File: src/rtl/rect_fill_if.sv
// Command bus from the game FSM plus the pixel plot bus toward the VGA adapter.
// The engine connects through the slave modport and its driver through the master modport.
interface rect_fill_if #(
  parameter int unsigned X_W     = 9,
  parameter int unsigned Y_W     = 8,
  parameter int unsigned COLOR_W = 3,
  parameter int unsigned DIM_W   = 6
);
  logic               start;
  logic               mode;
  logic [X_W-1:0]     x0;
  logic [Y_W-1:0]     y0;
  logic [DIM_W-1:0]   rect_w;
  logic [DIM_W-1:0]   rect_h;
  logic [COLOR_W-1:0] color;
  logic               abort;
  logic               busy;
  logic               done;
  logic [X_W-1:0]     vga_x;
  logic [Y_W-1:0]     vga_y;
  logic [COLOR_W-1:0] vga_colour;
  logic               vga_plot;

  modport master (
    output start, mode, x0, y0, rect_w, rect_h, color, abort,
    input  busy, done, vga_x, vga_y, vga_colour, vga_plot
  );

  modport slave (
    input  start, mode, x0, y0, rect_w, rect_h, color, abort,
    output busy, done, vga_x, vga_y, vga_colour, vga_plot
  );
endinterface

File: src/rtl/rect_fill_drawer.sv
// Rectangle-fill / screen-clear engine: one pixel slot per clock, clipped to the screen,
// with abort and a start/busy/done handshake.
module rect_fill_drawer #(
  parameter int unsigned X_W      = 9,
  parameter int unsigned Y_W      = 8,
  parameter int unsigned COLOR_W  = 3,
  parameter int unsigned DIM_W    = 6,
  parameter int unsigned SCREEN_W = 320,
  parameter int unsigned SCREEN_H = 240
) (
  input logic        clock,
  input logic        reset,
  rect_fill_if.slave bus
);
  localparam int unsigned CX_W = (X_W > DIM_W) ? X_W : DIM_W;
  localparam int unsigned CY_W = (Y_W > DIM_W) ? Y_W : DIM_W;
  localparam int unsigned SX_W = X_W + 1;
  localparam int unsigned SY_W = Y_W + 1;

  typedef enum logic [1:0] {S_IDLE, S_DRAW, S_DONE} state_t;

  state_t             r_state, w_state;
  logic [X_W-1:0]     r_x0, w_x0;
  logic [Y_W-1:0]     r_y0, w_y0;
  logic [CX_W-1:0]    r_w, w_w, r_cx, w_cx;
  logic [CY_W-1:0]    r_h, w_h, r_cy, w_cy;
  logic [COLOR_W-1:0] r_color, w_color;
  logic               r_busy, w_busy;
  logic               r_done, w_done;
  logic               r_plot, w_plot;
  logic [X_W-1:0]     r_vga_x, w_vga_x;
  logic [Y_W-1:0]     r_vga_y, w_vga_y;
  logic [COLOR_W-1:0] r_vga_colour, w_vga_colour;
  logic               w_emit;
  logic [SX_W-1:0]    w_sx;
  logic [SY_W-1:0]    w_sy;

  // State, latched command, counters and registered outputs
  always_ff @(posedge clock) begin
    if (reset) begin
      r_state      <= S_IDLE;
      r_x0         <= '0;
      r_y0         <= '0;
      r_w          <= '0;
      r_h          <= '0;
      r_cx         <= '0;
      r_cy         <= '0;
      r_color      <= '0;
      r_busy       <= 1'b0;
      r_done       <= 1'b0;
      r_plot       <= 1'b0;
      r_vga_x      <= '0;
      r_vga_y      <= '0;
      r_vga_colour <= '0;
    end else begin
      r_state      <= w_state;
      r_x0         <= w_x0;
      r_y0         <= w_y0;
      r_w          <= w_w;
      r_h          <= w_h;
      r_cx         <= w_cx;
      r_cy         <= w_cy;
      r_color      <= w_color;
      r_busy       <= w_busy;
      r_done       <= w_done;
      r_plot       <= w_plot;
      r_vga_x      <= w_vga_x;
      r_vga_y      <= w_vga_y;
      r_vga_colour <= w_vga_colour;
    end
  end

  // Next state; the pixel emitted next cycle is computed from the next-cycle counters
  always_comb begin
    w_state = r_state;
    w_x0    = r_x0;
    w_y0    = r_y0;
    w_w     = r_w;
    w_h     = r_h;
    w_cx    = r_cx;
    w_cy    = r_cy;
    w_color = r_color;
    w_busy  = 1'b0;
    w_done  = 1'b0;
    w_emit  = 1'b0;

    unique case (r_state)
      S_IDLE: begin
        if (bus.start) begin
          w_x0    = bus.mode ? '0 : bus.x0;
          w_y0    = bus.mode ? '0 : bus.y0;
          w_w     = bus.mode ? CX_W'(SCREEN_W) : CX_W'(bus.rect_w);
          w_h     = bus.mode ? CY_W'(SCREEN_H) : CY_W'(bus.rect_h);
          w_color = bus.color;
          w_cx    = '0;
          w_cy    = '0;
          if (w_w == '0 || w_h == '0) begin
            w_state = S_DONE;
            w_done  = 1'b1;
          end else begin
            w_state = S_DRAW;
            w_busy  = 1'b1;
            w_emit  = 1'b1;
          end
        end
      end
      S_DRAW: begin
        if (bus.abort || (r_cx == r_w - CX_W'(1) && r_cy == r_h - CY_W'(1))) begin
          w_state = S_DONE;
          w_done  = 1'b1;
        end else begin
          w_busy = 1'b1;
          w_emit = 1'b1;
          if (r_cx == r_w - CX_W'(1)) begin
            w_cx = '0;
            w_cy = r_cy + CY_W'(1);
          end else begin
            w_cx = r_cx + CX_W'(1);
          end
        end
      end
      S_DONE:  w_state = S_IDLE;
      default: w_state = S_IDLE;
    endcase

    // Widened sums so off-screen pixels are detected instead of wrapping
    w_sx         = SX_W'(w_x0) + SX_W'(w_cx);
    w_sy         = SY_W'(w_y0) + SY_W'(w_cy);
    w_plot       = w_emit && (w_sx < SX_W'(SCREEN_W)) && (w_sy < SY_W'(SCREEN_H));
    w_vga_x      = w_emit ? w_sx[X_W-1:0] : '0;
    w_vga_y      = w_emit ? w_sy[Y_W-1:0] : '0;
    w_vga_colour = w_emit ? w_color : '0;
  end

  assign bus.busy       = r_busy;
  assign bus.done       = r_done;
  assign bus.vga_plot   = r_plot;
  assign bus.vga_x      = r_vga_x;
  assign bus.vga_y      = r_vga_y;
  assign bus.vga_colour = r_vga_colour;
endmodule

File: src/flat_wrapper.sv
// flat-port wrapper written by rule: the top's interface ports become plain ports
module rect_fill_drawer_flat 
#(
  parameter int unsigned X_W      = 9,
  parameter int unsigned Y_W      = 8,
  parameter int unsigned COLOR_W  = 3,
  parameter int unsigned DIM_W    = 6,
  parameter int unsigned SCREEN_W = 320,
  parameter int unsigned SCREEN_H = 240
)
  (clock, reset, bus_start, bus_mode, bus_x0, bus_y0, bus_rect_w, bus_rect_h, bus_color, bus_abort, bus_busy, bus_done, bus_vga_x, bus_vga_y, bus_vga_colour, bus_vga_plot);
  rect_fill_if #(.X_W(X_W), .Y_W(Y_W), .COLOR_W(COLOR_W), .DIM_W(DIM_W)) bus_i ();
  input logic clock;
  input logic reset;
  input wire logic [$bits(bus_i.start)-1:0] bus_start;
  input wire logic [$bits(bus_i.mode)-1:0] bus_mode;
  input wire logic [$bits(bus_i.x0)-1:0] bus_x0;
  input wire logic [$bits(bus_i.y0)-1:0] bus_y0;
  input wire logic [$bits(bus_i.rect_w)-1:0] bus_rect_w;
  input wire logic [$bits(bus_i.rect_h)-1:0] bus_rect_h;
  input wire logic [$bits(bus_i.color)-1:0] bus_color;
  input wire logic [$bits(bus_i.abort)-1:0] bus_abort;
  output wire logic [$bits(bus_i.busy)-1:0] bus_busy;
  output wire logic [$bits(bus_i.done)-1:0] bus_done;
  output wire logic [$bits(bus_i.vga_x)-1:0] bus_vga_x;
  output wire logic [$bits(bus_i.vga_y)-1:0] bus_vga_y;
  output wire logic [$bits(bus_i.vga_colour)-1:0] bus_vga_colour;
  output wire logic [$bits(bus_i.vga_plot)-1:0] bus_vga_plot;
  assign bus_i.start = bus_start;
  assign bus_i.mode = bus_mode;
  assign bus_i.x0 = bus_x0;
  assign bus_i.y0 = bus_y0;
  assign bus_i.rect_w = bus_rect_w;
  assign bus_i.rect_h = bus_rect_h;
  assign bus_i.color = bus_color;
  assign bus_i.abort = bus_abort;
  assign bus_busy = bus_i.busy;
  assign bus_done = bus_i.done;
  assign bus_vga_x = bus_i.vga_x;
  assign bus_vga_y = bus_i.vga_y;
  assign bus_vga_colour = bus_i.vga_colour;
  assign bus_vga_plot = bus_i.vga_plot;
  rect_fill_drawer #(.X_W(X_W), .Y_W(Y_W), .COLOR_W(COLOR_W), .DIM_W(DIM_W), .SCREEN_W(SCREEN_W), .SCREEN_H(SCREEN_H)) u_core (.clock(clock), .reset(reset), .bus(bus_i));
endmodule
File: config.mk
export PLATFORM = sky130hd
export DESIGN_NAME = rect_fill_drawer_flat
export DESIGN_NICKNAME = d
export VERILOG_FILES = /design/src/rtl/rect_fill_if.sv /design/src/rtl/rect_fill_drawer.sv /design/src/flat_wrapper.sv
export SDC_FILE = /design/constraint.sdc
export NUM_CORES = 1
export LEC_CHECK = 0
export CORE_ASPECT_RATIO = 0.7
export CORE_MARGIN = 3
export CORE_UTILIZATION = 57
export CTS_BUF_LIST = sky130_fd_sc_hd__clkbuf_8
export CTS_CLUSTER_SIZE = 8
export DETAILED_ROUTE_END_ITERATION = 10
export PLACE_DENSITY_LB_ADDON = 0.05
export SLEW_MARGIN = 5
export SYNTH_ARGS = -nofsm -noshare
export SYNTH_HDL_FRONTEND = slang
export SYNTH_SLANG_ARGS = --single-unit
export TNS_END_PERCENT = 5
File: constraint.sdc
create_clock -name clock -period 5.47 [get_ports clock]
set_clock_uncertainty 0.2 [all_clocks]
set_input_delay 1.094 -clock clock [delete_from_list [all_inputs] [get_ports clock]]
set_output_delay 1.094 -clock clock [all_outputs]
set_load 0.05 [all_outputs]
Word level (Yosys, flattened, before mapping). Index checks and enable logic that the tools add are counted.

Register bits after elaboration: 79. Output and inout bits: 23. Logic and storage cells: 69. Input port bits: 37.

Add/subtract/negate cells: 6. Reduce and logical (&&, ||, !) cells: 11. Muxes and demuxes: 30. Order comparisons: 2. Equality and inequality tests: 5. Bitwise gates (word level): 1.

Operators by type and width (number): $mux W9 (7); $mux W8 (7); $pmux W9 S2 (1); $pmux W8 S2 (1); $add A9 B9 Y10 (1); $lt A10 B9 Y1 const B (1); $add A8 B8 Y9 (1); $add A9 B1 Y9 const B (1); $eq A9 B9 Y1 (1); $logic_not A9 Y1 (1); $lt A9 B8 Y1 const B (1); $sub A9 B1 Y9 const B (1); $add A8 B1 Y8 const B (1); $eq A8 B8 Y1 (1); $logic_not A8 Y1 (1); $sub A8 B1 Y8 const B (1); $mux W1 (6); $mux W2 (3); $mux W3 (2); $pmux W1 S2 (2); $pmux W2 S2 (1); $reduce_and A2 Y1 (2); $logic_and A1 B1 Y1 (3); $eq A2 B1 Y1 const B (1); 6 further kinds (7).

Logic depth before layout (Yosys ltp).
Word-level depth: 10. Mapped depth: 21. Depth with buffers taken out: 20.

Worst setup path after synthesis. No wires, ideal clock.

Kind: reg2reg. Start point: register u_core.r_w[0]. End point: register u_core.r_plot (netlist: u_core.bus.vga_plot). Library setup time: 0.092 ns. Buffers on the path: 1. Period minus slack after synthesis: 4.487 ns. Arrival: 4.195 ns. Data required time: 5.178 ns. Cell stages (with the launch flop): 21. Path slack: 0.983 ns. Cells stage by stage: dfxtp_1 > inv_1 > ha_1 > nor3b_2 > and3_1 > o21bai_1 > a2111oi_4 > nand3_4 > buf_6 > o311ai_0 > ha_1 > inv_1 > fa_1 > nor2b_1 > o21ai_0 > a21boi_0 > o21ai_0 > a21boi_0 > a21o_1 > nor4_1 > nor4_1.

Elaborated cells between the ends (all ways): 18. Those cells by class: add/sub: 3; order compare: 2; eq/ne: 1; mux: 8; reduce/logical: 4.

RTL lines: start: declaration (line rect_fill_drawer.sv:25) `logic [CX_W-1:0] r_w, w_w, r_cx, w_cx;`; start signal: assignment (line rect_fill_drawer.sv:59) `r_w <= w_w;`; $sub A9 B1 Y9 * (line rect_fill_drawer.sv:108, rect_fill_drawer.sv:114); $eq A9 B9 Y1 * (line rect_fill_drawer.sv:108, rect_fill_drawer.sv:114); $logic_and A1 B1 Y1 (line rect_fill_drawer.sv:108) `if (bus.abort || (r_cx == r_w - CX_W'(1) && r_cy == r_h - CY_W'(1))) begin`; $logic_or A1 B1 Y1 (line rect_fill_drawer.sv:108); $mux W8 * (line rect_fill_drawer.sv:108); $pmux W8 S2 * (line rect_fill_drawer.sv:87) `unique case (r_state)`; named net u_core.w_cy[0] (line rect_fill_drawer.sv:26) `logic [CY_W-1:0] r_h, w_h, r_cy, w_cy;`; $add A8 B8 Y9 * (line rect_fill_drawer.sv:128) `w_sy = SY_W'(w_y0) + SY_W'(w_cy);`; $lt A9 B8 Y1 * (line rect_fill_drawer.sv:129) `w_plot = w_emit && (w_sx < SX_W'(SCREEN_W)) && (w_sy < SY_W'(SCREEN_H));`; $logic_and A1 B1 Y1 * (line rect_fill_drawer.sv:129); end signal: assignment (line rect_fill_drawer.sv:66) `r_plot <= w_plot;`; end: declaration (line rect_fill_drawer.sv:30) `logic r_plot, w_plot;`.

The timed path passes the listed nets; every way through them passes the cells marked *. A chain may end at the register's enable or synchronous reset.

Worst setup path after layout. Same ends and word-level chain as after synthesis.

==> metrics.txt <==
# TYPE chip_impl_metric gauge
chip_impl_metric{name="worstPathMaxFanout",unit=""} 15
chip_impl_metric{name="fin_ws",unit="ns"} 0.396
chip_impl_metric{name="power.static_leakage",unit="nW"} 2.18
chip_impl_metric{name="horizontal_die_dimension",unit="um"} 112
chip_impl_metric{name="drive_gt1_frac",unit=""} 0.109
chip_impl_metric{name="tritoncts_buffers",unit=""} 9
chip_impl_metric{name="clock_tree.htree_level_count",unit=""} 3
chip_impl_metric{name="synthToLayoutAreaGrowth",unit="%"} 19.3
chip_impl_metric{name="wl",unit="um"} 10600
chip_impl_metric{name="top_level_ports",unit=""} 60
chip_impl_metric{name="grt_pass1_vias",unit=""} 3626
chip_impl_metric{name="worst_ep_arrival_time",unit="ns"} 5.15
chip_impl_metric{name="vias",unit=""} 3904
chip_impl_metric{name="cts.clk_slew.worst_paths",unit="ns"} 0.08
chip_impl_metric{name="antenna_found_initial",unit=""} 0
chip_impl_metric{name="timing.fmax",unit="MHz"} 197
chip_impl_metric{name="cts.hold.buffers_added",unit=""} 0
chip_impl_info{name="cts_tree",value="done"} 1
chip_impl_metric{name="die_height",unit="um"} 80.3
chip_impl_metric{name="antenna-diode-count",unit=""} 0
chip_impl_metric{name="power_per_cell_area",unit="nW/um2"} 252
chip_impl_metric{name="final.setup.tns",unit="ns"} 0
chip_impl_metric{name="placement.cell_area",unit="um2"} 5070
chip_impl_metric{name="first_pass_iters",unit=""} 5
chip_impl_info{name="synthMostInstantiatedCell",value="dfxtp_1"} 1
chip_impl_metric{name="grt-ovfl-total",unit=""} 0
chip_impl_info{name="synth.cells.most_frequent",value="dfxtp_1 (75), nor2_1 (59), nand2_1 (38)"} 1
chip_impl_metric{name="final_max_slew_viol_count",unit=""} 0
chip_impl_metric{name="core_area",unit="um2"} 7480
chip_impl_metric{name="vdd.ir_drop.worst",unit="uV"} 284
chip_impl_metric{name="placedCellCount",unit=""} 658
chip_impl_metric{name="synth_nets",unit=""} 587
chip_impl_metric{name="grt_start_max_net_pins",unit=""} 49
chip_impl_info{name="worstSetupPathType",value="reg2reg"} 1
chip_impl_metric{name="drtIter0Drc",unit=""} 272
chip_impl_metric{name="detail_route.vias_per_cell",unit=""} 5.76
chip_impl_metric{name="synth_area",unit="um2"} 4500
chip_impl_info{name="setup.worst_path.end_class",value="register"} 1
chip_impl_metric{name="p_total",unit="mW"} 1.35
chip_impl_metric{name="post-dp-hpwl",unit="um"} 7660
chip_impl_metric{name="worstMarginPinSlew",unit="ns"} 0.864
chip_impl_metric{name="wire_length_of_the_first_global_routing_pass",unit="um"} 17400
chip_impl_metric{name="report.final.hold_viol_count",unit=""} 0
chip_impl_metric{name="area_of_all_placed_cells_without_fillers",unit="um2"} 5370
chip_impl_metric{name="nNetsFinal",unit=""} 635
chip_impl_info{name="yosys_most_used_dff",value="dfxtp_1"} 1
chip_impl_metric{name="portBuffers",unit=""} 59
chip_impl_metric{name="worst_setup_slack_before_clock_tree_synthesis",unit="ns"} 0.324
chip_impl_metric{name="synth-seq-area-share",unit=""} 0.334
chip_impl_info{name="synth.top_cells.by_area",value="dfxtp_1 (33%), ha_1 (5.8%), nor2_1 (4.9%), nor2b_1 (3.9%), a21oi_1 (3.7%)"} 1
chip_impl_metric{name="area_share_of_the_leading_cell_type_in_the_synthesized_netlist",unit=""} 0.334
chip_impl_metric{name="routedWlPerCell",unit="um"} 15.6
chip_impl_metric{name="postSynthRegisterBits",unit=""} 75
chip_impl_metric{name="clockBufferDepth",unit=""} 2
chip_impl_metric{name="netlist-cell-type-count",unit=""} 69
chip_impl_metric{name="final_cell_count_no_fill",unit=""} 678
chip_impl_metric{name="fin_crit_sh",unit=""} 0.928
chip_impl_metric{name="worst_skew_pair.late_latency",unit="ns"} 0.37
chip_impl_metric{name="fp.dieArea",unit="um2"} 9010
chip_impl_metric{name="finalSetupViolations",unit=""} 0
chip_impl_metric{name="rows",unit=""} 26
chip_impl_metric{name="detail-route-antenna-nets",unit=""} 0
chip_impl_metric{name="cp.required",unit="ns"} 5.54
chip_impl_info{name="hold_class",value="reg2reg"} 1
chip_impl_info{name="result_of_the_run",value="complete, no violations"} 1
chip_impl_metric{name="maxCapViolations",unit=""} 0
chip_impl_metric{name="ffs_w_async_s_r_synth",unit=""} 0
chip_impl_metric{name="post_route_drc",unit=""} 0
chip_impl_metric{name="number_of_flops_mapped_to_enable_cells_by_yosys",unit=""} 0
chip_impl_metric{name="synthesis.instances",unit=""} 527
chip_impl_metric{name="initial_utilization",unit=""} 0.601
chip_impl_metric{name="min_period",unit="ns"} 5.07
chip_impl_metric{name="globalRouteTotalUtil",unit=""} 0.240
chip_impl_info{name="worstSetupStartpointType",value="register"} 1
chip_impl_metric{name="syn_area_per_cell",unit="um2"} 8.54
chip_impl_info{name="dominant_cell_type_by_area_after_synthesis",value="dfxtp_1"} 1
chip_impl_info{name="cts-root-buf",value="clkbuf_8"} 1
chip_impl_metric{name="routabilityCongestion",unit=""} 0.869
chip_impl_metric{name="yosysWarnings",unit=""} 0
chip_impl_metric{name="slew_headroom",unit=""} 0.424
chip_impl_metric{name="tritoncts_num_sinks",unit=""} 75
cells in the final DEF (no fill, tap or decap), drive strengths merged, types with 3 or more instances in the layout:
cell type / count
dfxtp: 75
nor2: 60
clkdlybuf4s50: 59
nand2: 38
a21oi: 33
o21ai: 29
nor2b: 28
ha: 21
nand2b: 21
inv: 19
nor3: 17
nor3b: 15
clkbuf: 13
nand3: 12
xnor2: 11
xor2: 11
and3: 11
a21o: 11
a31oi: 10
buf: 9
a22o: 8
mux2: 7
mux2i: 6
nor4: 6
a211oi: 4
a221oi: 3
o21a: 3
o21bai: 3
final cells by class:
class	instances	area, um2
timing repair buffer	68	658
clock inverter	3	67.6
multi-input combinational	402	2770
inverter	19	71.3
sequential	75	1500
clock buffer	13	179
fill	613	2120
tap	98	123
critical path, cell delays in order (launching register included):
cell	delay, ns
dfxtp_1	0.36
inv_1	0.07
ha_1	0.25
nor3b_4	0.35
xnor2_1	0.19
nand3_2	0.12
a2111oi_4	0.53
nand3_4	0.29
o311ai_0	0.46
ha_1	0.27
inv_1	0.07
fa_1	0.37
nor2b_1	0.21
o21ai_0	0.13
a21boi_0	0.27
o21ai_0	0.14
a21boi_0	0.27
a21o_1	0.13
nor4_1	0.06
nor4_1	0.24
per-layer routing:
| metal | up-vias | global-route usage | routed length (um) |
|---|---|---|---|
| li1 | 1940 | - | - |
| met1 | 1859 | 0.321 | 5080 |
| met2 | 94 | 0.386 | 4870 |
| met3 | 11 | 0.0730 | 529 |
| met4 | 0 | 0.0492 | 110 |
| met5 | - | 0 | 0 |
final timing paths:
path                                        start             endpoint  slack, ns  depth (start not counted)
worst min-delay path            u_core.r_color[1]    u_core.r_color[1]       0.29                          2
worst min register to register  u_core.r_color[1]    u_core.r_color[1]       0.29                          2
worst max register to register      u_core.r_w[0]  u_core.bus.vga_plot       0.40                         19
worst max-delay path                u_core.r_w[0]  u_core.bus.vga_plot       0.40                         19
report_power, final:
group          total [mW]  switching, mW  internal (mW)  leakage [nW]
clock network       0.516          0.209          0.307         0.122
logic               0.249          0.142          0.107          1.45
registers           0.585         0.0186          0.566         0.609
total                1.35          0.370          0.980          2.18
logic make-up after synthesis:
family,share of synthesized area
simple gates,0.267
compound gates,0.203
flops,0.334
buf+inv,0.0556
fa+ha+maj,0.0673
xor+xnor,0.0428
mux,0.0309
registers in the layout, indices dropped and copies added, names as in the netlist:
register	cells
u_core.r_cy	8
u_core.r_cx	9
u_core.bus.done	1
u_core.r_h	7
u_core.bus.busy	1
u_core.bus.vga_y	8
u_core.r_x0	9
u_core.bus.vga_x	9
u_core.bus.vga_colour	3
u_core.r_color	3
u_core.r_y0	8
u_core.r_state	2
u_core.r_w	6
u_core.bus.vga_plot	1
through the flow:
stage | hold slack [ns] | util
6_report | 0.292 | 0.717
5_1_grt | 0.318 | 0.717
4_1_cts | 0.295 | 0.711
3_5_place_dp | 0.275 | 0.678
3_3_place_gp | 0.272 | 0.678
2_1_floorplan | 0.256 | -
what timing repair did:
action | in CTS | in global routing
endpoints found under the hold margin | 0 | 0
buffers inserted | 0 | 4
endpoints found under the setup margin | 0 | 1
gates resized for setup | 0 | 3
(Power assumes the default switching activity.)
